==> src/rtl/wb_pkg.sv <==
// Shared types and helpers for the Wishbone memory-test master.
package wb_pkg;

  typedef enum logic [2:0] {
    StIdle,
    StWrReq,
    StWrGap,
    StRdReq,
    StRdGap,
    StFinish
  } state_e;

  localparam logic [3:0] WB_SEL_ALL = 4'hF;

  function automatic logic [31:0] pattern(input logic [31:0] addr, input logic inv,
                                          input logic [31:0] seed);
    return (inv ? ~addr : addr) ^ seed;
  endfunction

endpackage

==> src/rtl/wb_memtest_master_if.sv <==
// Wishbone classic bus bundle between the memory-test master and its target.
interface wb_memtest_master_if;

  logic        wb_cyc_o;
  logic        wb_stb_o;
  logic        wb_we_o;
  logic [31:0] wb_adr_o;
  logic [3:0]  wb_sel_o;
  logic [31:0] wb_dat_o;
  logic [31:0] wb_dat_i;
  logic        wb_ack_i;

  modport master (
    output wb_cyc_o, wb_stb_o, wb_we_o, wb_adr_o, wb_sel_o, wb_dat_o,
    input  wb_dat_i, wb_ack_i
  );

  modport slave (
    input  wb_cyc_o, wb_stb_o, wb_we_o, wb_adr_o, wb_sel_o, wb_dat_o,
    output wb_dat_i, wb_ack_i
  );

endinterface

==> src/rtl/wb_memtest_cmp.sv <==
// Read-back comparator: saturating mismatch counter plus first-failure capture.
module wb_memtest_cmp (
  input  logic        clk,
  input  logic        reset,
  input  logic        clear,
  input  logic        valid,
  input  logic [31:0] addr,
  input  logic [31:0] exp,
  input  logic [31:0] got,
  output logic [15:0] err_count,
  output logic [31:0] first_err_adr,
  output logic [31:0] first_err_dat
);

  logic        mismatch;
  logic [15:0] err_count_q;
  logic [31:0] first_adr_q;
  logic [31:0] first_dat_q;

  assign mismatch = valid && (got != exp);

  always_ff @(posedge clk) begin
    if (reset || clear) begin
      err_count_q <= 16'h0000;
      first_adr_q <= 32'h0000_0000;
      first_dat_q <= 32'h0000_0000;
    end else if (mismatch) begin
      if (err_count_q != 16'hFFFF) begin
        err_count_q <= err_count_q + 16'd1;
      end
      // The counter saturates rather than wraps, so zero always means "no capture yet".
      if (err_count_q == 16'h0000) begin
        first_adr_q <= addr;
        first_dat_q <= got;
      end
    end
  end

  assign err_count     = err_count_q;
  assign first_err_adr = first_adr_q;
  assign first_err_dat = first_dat_q;

endmodule

==> src/rtl/wb_memtest_master.sv <==
// Wishbone initiator: writes an address-derived pattern over a word range, then
// reads it back and reports mismatches and transfer timeouts.
module wb_memtest_master
  import wb_pkg::*;
#(
  parameter int unsigned TIMEOUT = 1024,
  parameter logic [31:0] SEED    = 32'h0000_0000
) (
  input  logic                       clk,
  input  logic                       reset,
  input  logic                       start,
  input  logic [31:0]                base_adr,
  input  logic [15:0]                word_count,
  input  logic                       inv_mode,
  output logic                       busy,
  output logic                       done,
  output logic                       pass,
  output logic                       timeout,
  output logic [15:0]                err_count,
  output logic [31:0]                first_err_adr,
  output logic [31:0]                first_err_dat,
  wb_memtest_master_if.master        bus
);

  localparam int unsigned TimerW = (TIMEOUT > 1) ? $clog2(TIMEOUT) : 1;
  localparam logic [TimerW-1:0] TimerMax = TimerW'(TIMEOUT - 1);

  state_e            state_q, state_d;
  logic [31:0]       base_q, base_d;
  logic [15:0]       count_q, count_d;
  logic [15:0]       idx_q, idx_d;
  logic              inv_q, inv_d;
  logic [TimerW-1:0] timer_q, timer_d;
  logic              busy_q, busy_d;
  logic              done_q, done_d;
  logic              pass_q, pass_d;
  logic              timeout_q, timeout_d;

  logic              cmp_clear;
  logic              cmp_valid;
  logic [31:0]       cur_adr;
  logic [31:0]       cur_pat;
  logic              req;
  logic              last_word;

  assign cur_adr   = base_q + {14'd0, idx_q, 2'b00};
  assign cur_pat   = pattern(cur_adr, inv_q, SEED);
  assign last_word = (idx_q == count_q - 16'd1);
  assign req       = (state_q == StWrReq) || (state_q == StRdReq);

  always_comb begin
    state_d   = state_q;
    base_d    = base_q;
    count_d   = count_q;
    idx_d     = idx_q;
    inv_d     = inv_q;
    timer_d   = timer_q;
    busy_d    = busy_q;
    done_d    = 1'b0;
    pass_d    = pass_q;
    timeout_d = timeout_q;
    cmp_clear = 1'b0;
    cmp_valid = 1'b0;

    unique case (state_q)
      StIdle: begin
        if (start) begin
          base_d    = base_adr & 32'hFFFF_FFFC;
          count_d   = word_count;
          inv_d     = inv_mode;
          idx_d     = 16'd0;
          timer_d   = '0;
          busy_d    = 1'b1;
          pass_d    = 1'b0;
          timeout_d = 1'b0;
          cmp_clear = 1'b1;
          state_d   = (word_count == 16'd0) ? StFinish : StWrReq;
        end
      end
      StWrReq, StRdReq: begin
        // An ack arriving on the final timer cycle still counts as a completed transfer.
        if (bus.wb_ack_i) begin
          cmp_valid = (state_q == StRdReq);
          state_d   = (state_q == StWrReq) ? StWrGap : StRdGap;
        end else if (timer_q == TimerMax) begin
          timeout_d = 1'b1;
          state_d   = StFinish;
        end else begin
          timer_d = timer_q + 1'b1;
        end
      end
      StWrGap: begin
        timer_d = '0;
        if (last_word) begin
          idx_d   = 16'd0;
          state_d = StRdReq;
        end else begin
          idx_d   = idx_q + 16'd1;
          state_d = StWrReq;
        end
      end
      StRdGap: begin
        timer_d = '0;
        if (last_word) begin
          state_d = StFinish;
        end else begin
          idx_d   = idx_q + 16'd1;
          state_d = StRdReq;
        end
      end
      StFinish: begin
        done_d  = 1'b1;
        busy_d  = 1'b0;
        pass_d  = !timeout_q && (err_count == 16'h0000);
        state_d = StIdle;
      end
      default: state_d = StIdle;
    endcase
  end

  always_ff @(posedge clk) begin
    if (reset) begin
      state_q   <= StIdle;
      base_q    <= 32'h0000_0000;
      count_q   <= 16'h0000;
      idx_q     <= 16'h0000;
      inv_q     <= 1'b0;
      timer_q   <= '0;
      busy_q    <= 1'b0;
      done_q    <= 1'b0;
      pass_q    <= 1'b0;
      timeout_q <= 1'b0;
    end else begin
      state_q   <= state_d;
      base_q    <= base_d;
      count_q   <= count_d;
      idx_q     <= idx_d;
      inv_q     <= inv_d;
      timer_q   <= timer_d;
      busy_q    <= busy_d;
      done_q    <= done_d;
      pass_q    <= pass_d;
      timeout_q <= timeout_d;
    end
  end

  wb_memtest_cmp u_cmp (
    .clk           (clk),
    .reset         (reset),
    .clear         (cmp_clear),
    .valid         (cmp_valid),
    .addr          (cur_adr),
    .exp           (cur_pat),
    .got           (bus.wb_dat_i),
    .err_count     (err_count),
    .first_err_adr (first_err_adr),
    .first_err_dat (first_err_dat)
  );

  assign bus.wb_cyc_o = req;
  assign bus.wb_stb_o = req;
  assign bus.wb_we_o  = (state_q == StWrReq);
  assign bus.wb_adr_o = req ? cur_adr : 32'h0000_0000;
  assign bus.wb_sel_o = WB_SEL_ALL;
  assign bus.wb_dat_o = (state_q == StWrReq) ? cur_pat : 32'h0000_0000;

  assign busy    = busy_q;
  assign done    = done_q;
  assign pass    = pass_q;
  assign timeout = timeout_q;

endmodule

==> src/flat_wrapper.sv <==
// flat-port wrapper written by rule: the top's interface ports become plain ports
module wb_memtest_master_flat import wb_pkg::*;
#(
  parameter int unsigned TIMEOUT = 1024,
  parameter logic [31:0] SEED    = 32'h0000_0000
)
  (clk, reset, start, base_adr, word_count, inv_mode, busy, done, pass, timeout, err_count, first_err_adr, first_err_dat, bus_wb_cyc_o, bus_wb_stb_o, bus_wb_we_o, bus_wb_adr_o, bus_wb_sel_o, bus_wb_dat_o, bus_wb_dat_i, bus_wb_ack_i);
  wb_memtest_master_if bus_i ();
  input  logic clk;
  input  logic reset;
  input  logic start;
  input  logic [31:0] base_adr;
  input  logic [15:0] word_count;
  input  logic inv_mode;
  output logic busy;
  output logic done;
  output logic pass;
  output logic timeout;
  output logic [15:0] err_count;
  output logic [31:0] first_err_adr;
  output logic [31:0] first_err_dat;
  output wire logic [$bits(bus_i.wb_cyc_o)-1:0] bus_wb_cyc_o;
  output wire logic [$bits(bus_i.wb_stb_o)-1:0] bus_wb_stb_o;
  output wire logic [$bits(bus_i.wb_we_o)-1:0] bus_wb_we_o;
  output wire logic [$bits(bus_i.wb_adr_o)-1:0] bus_wb_adr_o;
  output wire logic [$bits(bus_i.wb_sel_o)-1:0] bus_wb_sel_o;
  output wire logic [$bits(bus_i.wb_dat_o)-1:0] bus_wb_dat_o;
  input wire logic [$bits(bus_i.wb_dat_i)-1:0] bus_wb_dat_i;
  input wire logic [$bits(bus_i.wb_ack_i)-1:0] bus_wb_ack_i;
  assign bus_wb_cyc_o = bus_i.wb_cyc_o;
  assign bus_wb_stb_o = bus_i.wb_stb_o;
  assign bus_wb_we_o = bus_i.wb_we_o;
  assign bus_wb_adr_o = bus_i.wb_adr_o;
  assign bus_wb_sel_o = bus_i.wb_sel_o;
  assign bus_wb_dat_o = bus_i.wb_dat_o;
  assign bus_i.wb_dat_i = bus_wb_dat_i;
  assign bus_i.wb_ack_i = bus_wb_ack_i;
  wb_memtest_master #(.TIMEOUT(TIMEOUT), .SEED(SEED)) u_core (.clk(clk), .reset(reset), .start(start), .base_adr(base_adr), .word_count(word_count), .inv_mode(inv_mode), .busy(busy), .done(done), .pass(pass), .timeout(timeout), .err_count(err_count), .first_err_adr(first_err_adr), .first_err_dat(first_err_dat), .bus(bus_i));
endmodule
==> config.mk <==
export PLATFORM = sky130hd
export DESIGN_NAME = wb_memtest_master_flat
export DESIGN_NICKNAME = d
export VERILOG_FILES = /design/src/rtl/wb_pkg.sv /design/src/rtl/wb_memtest_master_if.sv /design/src/rtl/wb_memtest_cmp.sv /design/src/rtl/wb_memtest_master.sv /design/src/flat_wrapper.sv
export SDC_FILE = /design/constraint.sdc
export NUM_CORES = 1
export LEC_CHECK = 0
export CAP_MARGIN = 20
export CORE_ASPECT_RATIO = 1.25
export CORE_MARGIN = 10
export CORE_UTILIZATION = 56
export CTS_CLUSTER_SIZE = 30
export DETAILED_ROUTE_END_ITERATION = 7
export DONT_BUFFER_PORTS = 1
export GPL_TIMING_DRIVEN = 0
export PLACE_DENSITY_LB_ADDON = 0.2
export SLEW_MARGIN = 30
export SYNTH_ARGS = -nofsm -noshare
export SYNTH_HDL_FRONTEND = slang
export SYNTH_SLANG_ARGS = --single-unit
==> constraint.sdc <==
create_clock -name clk -period 5.2 [get_ports clk]
set_input_delay 1.3 -clock clk [delete_from_list [all_inputs] [get_ports clk]]
set_output_delay 1.3 -clock clk [all_outputs]
set_load 0.03 [all_outputs]
=== After elaboration in Yosys (flattened, before gate mapping) ===
Cells that the tools add are included.

* Word-level logic and storage cells: 87
* Flip-flop bits (word level): 160
* Bits of input ports: 85
* Output and inout bits: 155

* Bitwise gates (word level): 1
* Equal/unequal tests: 15
* $add $sub $neg: 5
* Multiplexer cells: 31
* Reductions and logical operators: 22

{| class="wikitable"
|+ Operators with widths
! kind !! number
|-
| 2-to-1 mux 32 bit || 3
|-
| 2-to-1 mux 16 bit || 3
|-
| case mux 16 bit (3 select lines) || 1
|-
| adder 16 x 1 -> 16 bit (second input constant) || 2
|-
| adder 32 x 18 -> 32 bit || 1
|-
| zero test 16 bit || 2
|-
| != test 32 bit || 1
|-
| NOT 32 bit || 1
|-
| 2-to-1 mux 10 bit || 3
|-
| case mux 10 bit (3 select lines) || 1
|-
| 2-to-1 mux 3 bit || 6
|-
| == test 16 bit || 1
|-
| != test 16 bit (second input constant) || 1
|-
| subtractor 16 x 1 -> 16 bit (second input constant) || 1
|-
| case mux 3 bit (4 select lines) || 1
|-
| adder 10 x 1 -> 10 bit (second input constant) || 1
|-
| == test 10 bit (second input constant) || 1
|-
| AND reduction 2 bit || 5
|-
| 2-to-1 mux 1 bit || 9
|-
| != test 2 bit (second input constant) || 4
|-
| AND reduction 4 bit || 2
|-
| == test 3 x 2 -> 1 bit (second input constant) || 2
|-
| == test 3 bit (second input constant) || 2
|-
| case mux 1 bit (2 select lines) || 3
|-
| 12 further kinds || 17
|}

=== Logic depth before layout (Yosys ltp) ===
Gate-level depths: netlist of the first run.

* Depth in word-level cells: 6
* Mapped depth: 16
* Depth with buffers taken out: 14

=== By module ===
From an unflattened synthesis of the first run, not the netlist that was laid out.

* Cells, all modules: 1,174
* Area, all modules: 9,370.2 um2

{| class="wikitable"
|+ Modules (own cells, without submodules)
! module !! area each (um2) !! cells an instance !! sequential area each (um2) !! instances
|-
| wb_memtest_master || 5,818.1 || 770 || 1,601.5 || 1
|-
| wb_memtest_cmp || 3,552.2 || 404 || 1,601.5 || 1
|}

=== Least setup slack after synthesis of the first run ===
Ideal clock, no wire load.

* Path kind: register to output
* Start point: register u_core.idx_q[0]
* End point: output port bus_wb_dat_o[30]
* Cell stages (with the launch flop): 13
* Required time: 3,900 ps
* Data arrival time: 3,154 ps
* Setup slack: 746 ps
* Path buffers: 0
* Cells stage by stage: dfxtp_1 ha_1 inv_1 fa_1 nand2b_1 a21oi_2 o21ai_2 o21a_1 nor3_1 xnor2_1 inv_1 nor2_1 nor3_1

* Longest elaborated chain between the ends: 4

{| class="wikitable"
|+ RTL lines
! item !! RTL line !! source
|-
| start: declaration || wb_memtest_master.sv:31 || <nowiki>logic [15:0] idx_q, idx_d;</nowiki>
|-
| start signal: assignment || wb_memtest_master.sv:137 || <nowiki>idx_q <= idx_d;</nowiki>
|-
| adder 32 x 18 -> 32 bit * || wb_memtest_master.sv:46 || <nowiki>assign cur_adr = base_q + {14'd0, idx_q, 2'b00};</nowiki>
|-
| NOT 32 bit || wb_pkg.sv:17 || <nowiki>return (inv ? ~addr : addr) ^ seed;</nowiki>
|-
| 2-to-1 mux 32 bit * || wb_pkg.sv:17 ||
|-
| 2-to-1 mux 32 bit * || wb_memtest_master.sv:165 || <nowiki>assign bus.wb_dat_o = (state_q == StWrReq) ? cur_pat : 32'h0000_0000;</nowiki>
|-
| end: declaration || flat_wrapper.sv:27 || <nowiki>output wire logic [$bits(bus_i.wb_dat_o)-1:0] bus_wb_dat_o;</nowiki>
|}

Every way passes the cells marked *; elsewhere a longest branch is shown, timed or not.

=== Worst setup path in the final report of the first run ===
* Start point: register u_core.idx_q[0]
* End point: output port bus_wb_dat_o[24]

Same word-level chain as after synthesis.

==> results of run 1 <==
cells by family after synthesis:
family / count (synthesis) / share of synthesized area
AND/OR/NAND/NOR: 561 / 0.2626
AO/OA/AOI/OAI: 234 / 0.1521
flip-flops: 158 / 0.3071
XOR/XNOR: 122 / 0.1200
buffers and inverters: 118 / 0.06086
multiplexers: 71 / 0.06912
adder cells (fa/ha/maj): 22 / 0.02745
other: 2 / 0.0007291
flip-flops by register name, summed over array words and instances (netlist names), 3 cells and up:
name                        flops
u_core.state_q                  3
u_core.u_cmp.first_err_dat     32
u_core.count_q                 16
u_core.base_q                  30
u_core.idx_q                   16
u_core.u_cmp.err_count         16
u_core.timer_q                 10
u_core.u_cmp.first_err_adr     30
stage by stage:
step	instances	utilization	setup slack, ps
floorplan	1294	-	745.9
global placement	1522	0.5861	24.82
detailed placement	1522	0.5861	29.83
CTS	1554	0.6216	45.73
global route	1554	0.6234	11.53
finish	1556	0.6236	175.8
final cells by class:
type	instances	area, um2
Fill cell	1668	6812
Multi-Input combinational cell	1018	6600
Sequential cell	158	3163
Buffer	87	511.7
Clock buffer	23	498.0
Tap cell	228	285.3
Inverter	31	116.4
Clock inverter	9	107.6
Antenna cell	2	5.005
placed cells by master (no fill, tap or decap), types with 26 or more instances in the layout:
cell / n
sky130_fd_sc_hd__a21oi_1: 98
sky130_fd_sc_hd__and2_1: 31
sky130_fd_sc_hd__clkbuf_1: 49
sky130_fd_sc_hd__dfxtp_1: 158
sky130_fd_sc_hd__inv_1: 30
sky130_fd_sc_hd__mux2i_1: 70
sky130_fd_sc_hd__nand2_1: 163
sky130_fd_sc_hd__nand3_1: 39
sky130_fd_sc_hd__nand4_1: 26
sky130_fd_sc_hd__nor2_1: 169
sky130_fd_sc_hd__o21ai_0: 35
sky130_fd_sc_hd__xnor2_1: 71
sky130_fd_sc_hd__xor2_1: 37
worst register-to-register path, stage by stage (launching register included):
cell and delay, ps:
sky130_fd_sc_hd__dfxtp_1 510, sky130_fd_sc_hd__ha_1 260, sky130_fd_sc_hd__inv_1 70, sky130_fd_sc_hd__fa_1 440, sky130_fd_sc_hd__nand2b_1 240, sky130_fd_sc_hd__a21oi_4 240, sky130_fd_sc_hd__o21ai_2 160, sky130_fd_sc_hd__o21a_1 260
sky130_fd_sc_hd__xnor2_1 480, sky130_fd_sc_hd__xor2_1 160, sky130_fd_sc_hd__or4b_1 570, sky130_fd_sc_hd__a2111oi_4 480, sky130_fd_sc_hd__o2111ai_2 340, sky130_fd_sc_hd__buf_6 250, sky130_fd_sc_hd__a21oi_1 160, sky130_fd_sc_hd__nor3_2 60
power by group through the flow:
stage	registers [mW]	clock network, mW	logic, mW
4_1_cts	1.29	1.31	0.655
2_1_floorplan	1.30	0	0.507
3_5_place_dp	1.32	0	0.648
5_1_grt	1.29	1.36	0.718
3_3_place_gp	1.32	0	0.640
6_report	1.29	1.30	0.666
layer usage:
metal	track usage	vias up	routed length (um)
li1	-	4541	-
met1	0.2998	4313	12660
met2	0.4334	441	15600
met3	0.08359	86	3502
met4	0.1313	0	1464
met5	0	-	0
how the worst max path moves through the flow:
stage	startpoint	endpoint	slack (ps)	cells after the start
4_1_cts	u_core.idx_q[0]	bus_wb_dat_o[28]	50	11
3_5_place_dp	u_core.idx_q[0]	bus_wb_dat_o[30]	30	12
5_1_grt	u_core.idx_q[10]	bus_wb_dat_o[17]	10	9
6_report	u_core.idx_q[0]	bus_wb_dat_o[24]	180	10
2_1_floorplan	u_core.idx_q[0]	bus_wb_dat_o[30]	750	12
3_3_place_gp	u_core.idx_q[0]	bus_wb_dat_o[30]	20	12
repair_timing:
item                       in CTS  in global routing
gates cloned                    0                  0
resized for setup               7                  8
hold endpoints to repair        0                  0
pin swaps                       0                  1
setup endpoints to repair       5                 12
==> flow_results.org, run 1 <==
** Timing
- RSZ-0062 raised after global routing :: false
- The worst pin sits at a relative slew slack of 0.3961.
- For the pin with the worst max-slew slack, the measured transition is ~900 ps.
- Final hold analysis gives a worst-case slack of approximately 460 ps.
- For the finished layout, the period the worst path requires is ~5000 ps.
- Portion of the clock cycle consumed by the worst path in the final layout :: 0.9662
- The number of hold violations in the final report is 0.
- For the final database, setup skew stands at 13.39 ps.
- The max-slew violation total from the final report was 0.
- Max frequency :: approximately 0.20 GHz
- Sum of negative setup slack :: 0 ps
- Setup violations remaining at the end of the flow were counted as 0.

** Worst setup path
- The startpoint identified for the worst register-to-register timing path is u_core.idx_q[0].
- Endpoint of the lowest-slack register-to-register path :: u_core.u_cmp.err_count[12]
- CP delay by family, top :: simple AND/OR/NAND/NOR gates
- Worst path max stage delay :: about 510 ps
- The slowest stage of the critical path belongs to the cell sky130_fd_sc_hd__dfxtp_1.
- Required time reported for the critical path endpoint :: ~3900 ps
- Data on the critical path arrives at its endpoint at approximately 3700 ps.
- Along the worst path, the maximum fanout reaches 8.
- Traced cell by cell, the critical path runs through ha_1 > inv_1 > fa_1 > nand2b_1 > a21oi_4 > o2111ai_2 > and4_1 > nor3_4 > xnor2_1 > nor2_1.
- The worst register-to-register path has a depth of 15.
- Buffers & Inverters on Critical Path :: 1
- Critical path class :: reg2out
- Critical Path Start Type :: register
- Setup crit end kind :: output pin
- R2r setup slk :: between 300 and 400 ps

** Logic synthesis
- Top cells by area, synth :: sky130_fd_sc_hd__dfxtp_1 31%, sky130_fd_sc_hd__mux2i_1 6.8%, sky130_fd_sc_hd__nor2_1 6.3%, sky130_fd_sc_hd__xnor2_1 6.1%, sky130_fd_sc_hd__nand2_1 5.9%
- By count the netlist is led by 172 x sky130_fd_sc_hd__nor2_1, 163 x sky130_fd_sc_hd__nand2_1, 158 x sky130_fd_sc_hd__dfxtp_1, 98 x sky130_fd_sc_hd__a21oi_1, 72 x sky130_fd_sc_hd__xnor2_1.
- Predominant post-synthesis flop cell :: sky130_fd_sc_hd__dfxtp_1
- Yosys instantiated no cell more often than sky130_fd_sc_hd__nor2_1.
- Averaged over all synthesized cells, the footprint is between 7 and 8 um2.
- Warnings from Yosys :: 0
- For this run, asynchronously set or reset flops after synthesis account for 0.
- Post-synthesis instance area :: roughly 10000 um2
- Distinct cell type count after synthesis :: 91
- Synthesized instance count :: about 1300
- Of the post-synthesis cell area, the dominant cell type holds 0.3071.
- Number of enable-type register cells in the synthesized netlist :: 0
- Sequential area share after synthesis :: 0.3071
- Counting flops and latches in the post-synthesis netlist gives roughly 160.
- Leading area contributor after synthesis :: sky130_fd_sc_hd__dfxtp_1

** Placement
- Buffers added on ports :: 0
- Placer Congestion :: approximately 0.95
- Cell area after placement :: 10610 um2
- HPWL Detailed :: between 20 and 30 mm

** GRT
- Via count of the first global-routing pass :: 8894
- For this run the aggregate overflow at the end of global routing stands at 0.
- The first global-routing pass estimated roughly 50 mm of wire.
- The initial antenna violation count was 1.
- Tot GR Track Use :: 0.2628
- Entering global routing, the biggest net connects 17 pins.

** Route
- Routed Wire Length :: between 30 and 40 mm
- The detailed router placed about 9400 vias in this run.
- Dividing the detail-routed via count by the number of cells gives 6.029.
- Dividing the detail-routed wire length by the instance count gives ~21 um.
- DRC viols :: 0
- For this run, the detailed router's first-pass iteration total came to 6.
- For this block, the initial DRC count from the detailed router was between 700 and 800.
- ANT nets after route :: 0

** Floorplan
- Die Footprint :: about 24000 um2
- After floorplanning, the core was sized to cover between 15000 and 20000 um2.
- The floorplan has 55 rows.
- The floorplan step set the die width to ~140 um.
- In this run the vertical extent of the chip is 171.6 um.
- For this configuration, the core starts out at a cell density of 0.5691.
- In this run the count of I/O pins placed on the die edge is 240.

** Clock network
- In this run, CTS created clock tree buffers numbering 17.
- After clock tree synthesis, the clock-pin slew on the worst setup and hold paths is 60 ps.
- For this design, the CTS-stage hold fixing added 0 buffers.
- Number of H-tree branching levels :: 4
- Maximum buffer depth of the clock tree :: 2
- Clock latency reported for the late side of the worst-skew pair :: around 440 ps
- TritonCTS built the clock tree.
- Root Driver :: sky130_fd_sc_hd__clkbuf_16
- Setup bufs post-CTS :: 0
- For this design, the sink count on the clock tree is approximately 160.

** Job
- Across the run, the number of max-cap violations was 0.

** Cells and area
- Ratio of cells with drive above 1 in the final layout :: 0.08748
- Post-route design area :: 11290 um2
- Compared with the post-synthesis result, the final layout area differs by 9.585%.
- Final layout net count :: 1420

** Worst hold path
- The worst hold path begins at u_core.base_q[7].
- Instance count along the most critical hold path :: 2
- Worst min-delay path class :: reg2reg
- The path with the worst hold slack has its endpoint at u_core.base_q[7].

** Pwr
- For this design the total switching power over the nets is 1.021 mW.
- Internal power comes to ~2.2 mW.
- Of the total power, the share spent switching nets is 0.3134.
- Total Power Consumption :: 3.258 mW
- Clock group share of total power :: 0.399
- Total power divided by cell area :: 288.7 nW/um2
- VDD IR max :: approximately 230 uV
- Proportion of power drawn by flip-flops and latches :: 0.396
- Portion of total power attributed to combinational logic :: 0.204
- For this design the static power due to leakage is around 4 nW.

** Status
- Run status :: finished clean
Note: power is estimated with default switching activity, not from simulation.
==> run 2: changes to the inputs <==
--- a/config.mk
+++ b/config.mk
@@ -7,13 +7,13 @@
 export LEC_CHECK = 0
 export CAP_MARGIN = 20
 export CORE_ASPECT_RATIO = 1.25
-export CORE_MARGIN = 10
-export CORE_UTILIZATION = 56
+export CORE_MARGIN = 2
+export CORE_UTILIZATION = 40
 export CTS_CLUSTER_SIZE = 30
 export DETAILED_ROUTE_END_ITERATION = 7
 export DONT_BUFFER_PORTS = 1
 export GPL_TIMING_DRIVEN = 0
-export PLACE_DENSITY_LB_ADDON = 0.2
+export PLACE_DENSITY_LB_ADDON = 0.08
 export SLEW_MARGIN = 30
 export SYNTH_ARGS = -nofsm -noshare
 export SYNTH_HDL_FRONTEND = slang
==> run 2 against run 1 <==
- fmax decreased by 1.5%
- highest routed layer is now met5
- largest cell class unchanged
- final area up 1.3%
- via count is 2.1% lower
- global-route usage fell by 1.4 points
- clock skew about the same
- first-iteration DRC count fell by 33%
- worst setup slack worse by 78 ps
- total power shrank 0.27%
- sequential power barely moved
- critical path type unchanged
- clock power about the same
- final cell count grew 6.9%
- hold slack got worse by 2.1 ps
==> flow_results.org, run 2 (synthesized netlist as in run 1, its figures left out) <==
** Placement
- Placer Congestion :: 0.9321 (was 0.9502)
- HPWL Detailed :: 27.22 mm (was 26.49 mm)
- Buffers added on ports :: 0 (unchanged)

** Timing
- Sum of negative setup slack :: 0 ps (unchanged)
- Number of max-slew violations in the final report :: 0 (unchanged)
- The worst-case clock skew came to 13.04 ps (was 13.39 ps).
- Remaining max-slew budget at the tightest pin :: 0.3956 (was 0.3961)
- Max frequency :: 0.1960 GHz (was 0.1990 GHz)
- The final cycle utilization of the critical path was 0.9811 (was 0.9662).
- RSZ-0062 raised after global routing: false (unchanged).
- The number of setup violations in the final report came to 0 (unchanged).
- The post-layout minimum cycle time is 5102 ps (was 5024 ps).
- Worst Max-Slew Pin Slew :: 899.6 ps (was 898.9 ps)
- The number of hold violations in the final report was 0 (unchanged).

** Clock network
- The CTS buffer count was 17 (unchanged).
- The clock-pin slew on the worst setup and hold paths is 70 ps (was 60 ps).
- Number of sinks driven by the clock tree :: 158 (unchanged)
- CTS tree :: done (unchanged)
- The CTS root buffer is sky130_fd_sc_hd__clkbuf_16 (unchanged).
- The maximum number of buffers from clock root to sink is 2 (unchanged).
- Clock latency reported for the late side of the worst-skew pair :: 450 ps (was 440 ps)
- Number of H-tree branching levels :: 4 (unchanged)
- Setup bufs post-CTS :: 0 (unchanged)

** Worst hold path
- The type of the worst min-delay path is reg2reg (unchanged).

** Pwr
- The total net switching power came to 1.096 mW (was 1.021 mW).
- Total power divided by cell area :: 284.1 nW/um2 (was 288.7 nW/um2)
- The peak supply drop is 224.7 uV (was 228.3 uV).
- The clock network fraction of total power came to 0.396 (was 0.399).
- Sw Share :: 0.3372 (was 0.3134)
- Leakage power :: 4.105 nW (was 4.101 nW)
- Proportion of power drawn by flip-flops and latches :: 0.397 (was 0.396)
- The total internal power came to 2.154 mW (was 2.237 mW).
- The proportion of power drawn by combinational gates came to 0.206 (was 0.204).

** Worst setup path
- The startpoint-to-endpoint class of the critical path was reg2out (unchanged).
- Setup crit end kind :: output pin (unchanged)
- Critical Path Start Type :: register (unchanged)
- R2r setup slk :: 550 ps (was 370 ps)
- The critical-path maximum fanout is 8 (unchanged).
- The signal arrival time at the worst endpoint came to 3800 ps (was 3720 ps).
- Required time reported for the critical path endpoint :: 3900 ps (about the same)

** Cells and area
- Flip-flop count of the largest register after layout :: 32 (unchanged)
- The most common cell after layout, fill and taps aside was sky130_fd_sc_hd__nor2_1 (unchanged).
- The utilization after layout was 0.4521 (was 0.6236).
- Final layout net count :: 1420 (unchanged)
- FILL cells :: 2608 (was 1668)
- The fraction of final layout cells with drive strength greater than 1 was 0.09125 (was 0.08748).
- The signed area change from the synthesized netlist to the final layout was 11.03% (was 9.585%).
- Commonest cells after routing, fill and taps aside: 171 x sky130_fd_sc_hd__nor2_1, 163 x sky130_fd_sc_hd__nand2_1, 157 x sky130_fd_sc_hd__dfxtp_1 (was 169 x sky130_fd_sc_hd__nor2_1, 163 x sky130_fd_sc_hd__nand2_1, 158 x sky130_fd_sc_hd__dfxtp_1).

** Route
- The remaining routing DRC violations was 0 (unchanged).
- Via count normalized by instance count :: 5.522 (was 6.029)
- Via count :: 9188 (was 9381)
- The total routed wirelength came to 33.87 mm (was 33.23 mm).
- The number of violations reported at the end of detailed-routing iteration 0 was 489 (was 730).
- The number of optimization iterations in the first detailed-route pass was 7 (was 6).
- ANT nets after route :: 0 (unchanged)
- Mean routed wirelength per cell :: 20.35 um (was 21.35 um)

** GRT
- Tot GR Track Use :: 0.2486 (was 0.2628)
- Antenna violations before repair :: 6 (was 1)
- The global-route wire length before repair came to 51.62 mm (was 50.51 mm).
- GR Overflow Total :: 0 (unchanged)
- Largest net degree at the start of global routing :: 18 (was 17)
- Via count of the first global-routing pass :: 8765 (was 8894)

** Floorplan
- The count of boundary I/O pins came to 240 (unchanged).
- The effective utilization at floorplan came to 0.4072 (was 0.5691).
- The area of the die came to 27060 um2 (was 24250 um2).
- The number of rows created at floorplan was 65 (was 55).
- The die width came to 147.5 um (was 141.3 um).
- The die boundary height came to 183.4 um (was 171.6 um).
- Area inside the core boundary :: 25290 um2 (was 18100 um2)

** Job
- Max-cap check violation count :: 0 (unchanged)

** Status
- Run status :: finished clean (unchanged)
[run 2: cell types whose count changed in the layout (fill, tap and decap cells not counted), moves of 2 or more]
cell / change
sky130_fd_sc_hd__nor2_1: +2
sky130_fd_sc_hd__clkinv_8: +2
sky130_fd_sc_hd__nor3_1: -2
sky130_fd_sc_hd__inv_6: +4
sky130_fd_sc_hd__clkbuf_8: -5
sky130_fd_sc_hd__nor2_2: -2
sky130_fd_sc_hd__inv_8: +4
sky130_fd_sc_hd__clkinv_2: -3
sky130_fd_sc_hd__nor3_2: +2
[run 2: final timing paths]
kind                                         from                    endpoint  cells past startpoint
worst max register to register    u_core.idx_q[1]  u_core.u_cmp.err_count[12]                     14
worst max-delay path              u_core.idx_q[1]            bus_wb_dat_o[24]                      9
worst min-delay path            u_core.base_q[17]           u_core.base_q[17]                      2
worst min register to register  u_core.base_q[17]           u_core.base_q[17]                      2
[run 2: stage by stage]
step	cells	area [um2]	power (mW)	hold slack [ps]	worst slack, ps
2_1_floorplan	1294	10320	1.812	440.0	745.9
3_3_place_gp	1629	10740	1.976	447.3	75.32
3_5_place_dp	1629	10750	1.980	453.2	11.45
4_1_cts	1661	11380	3.282	462.8	-6.926
5_1_grt	1661	11430	3.389	485.7	6.948
6_report	1664	11440	3.249	461.7	98.14
[run 2: repair_timing]
item,4_1_cts,5_1_grt
endpoints found under the setup margin,7,11
gates resized for setup,8,6
pin swaps,0,1
hold buffers,0,0
[run 2: power groups by stage]
stage	combinational, mW	clock (mW)	sequential, mW
floorplan	0.507	0	1.30
global placement	0.659	0	1.32
detailed placement	0.662	0	1.32
CTS	0.669	1.32	1.29
global route	0.730	1.36	1.30
finish	0.670	1.29	1.29
[run 2: critical path, stage by stage, from the launching register on]
cell                        delay, ps
sky130_fd_sc_hd__dfxtp_1          510
sky130_fd_sc_hd__inv_1            170
sky130_fd_sc_hd__fa_1             540
sky130_fd_sc_hd__nand2b_1         230
sky130_fd_sc_hd__a21oi_2          280
sky130_fd_sc_hd__o2111ai_2        230
sky130_fd_sc_hd__and4_1           320
sky130_fd_sc_hd__nor3_4           510
sky130_fd_sc_hd__xnor2_1          120
sky130_fd_sc_hd__nor2_1           450
[run 2: final cells by class]
class	count	area [um2]	share of cell area
clock buffers	17	425.4	0.03720
multi-input cells	1018	6618	0.5787
flip-flops and latches	158	3164	0.2767
clock inverters	15	173.9	0.01521
inverters	31	116.4	0.01018
plain buffers	87	511.7	0.04475
well taps	335	419.2	0.03665
diodes	3	7.507	0.0006565
[run 2: per-layer routing]
metal / vias up / part of all wire / track usage
li1: 4544 / - / -
met1: 4267 / 0.41 / 0.2867
met2: 305 / 0.48 / 0.4270
met3: 66 / 0.079 / 0.07940
met4: 6 / 0.035 / 0.09846
met5: - / 0.0014 / 0
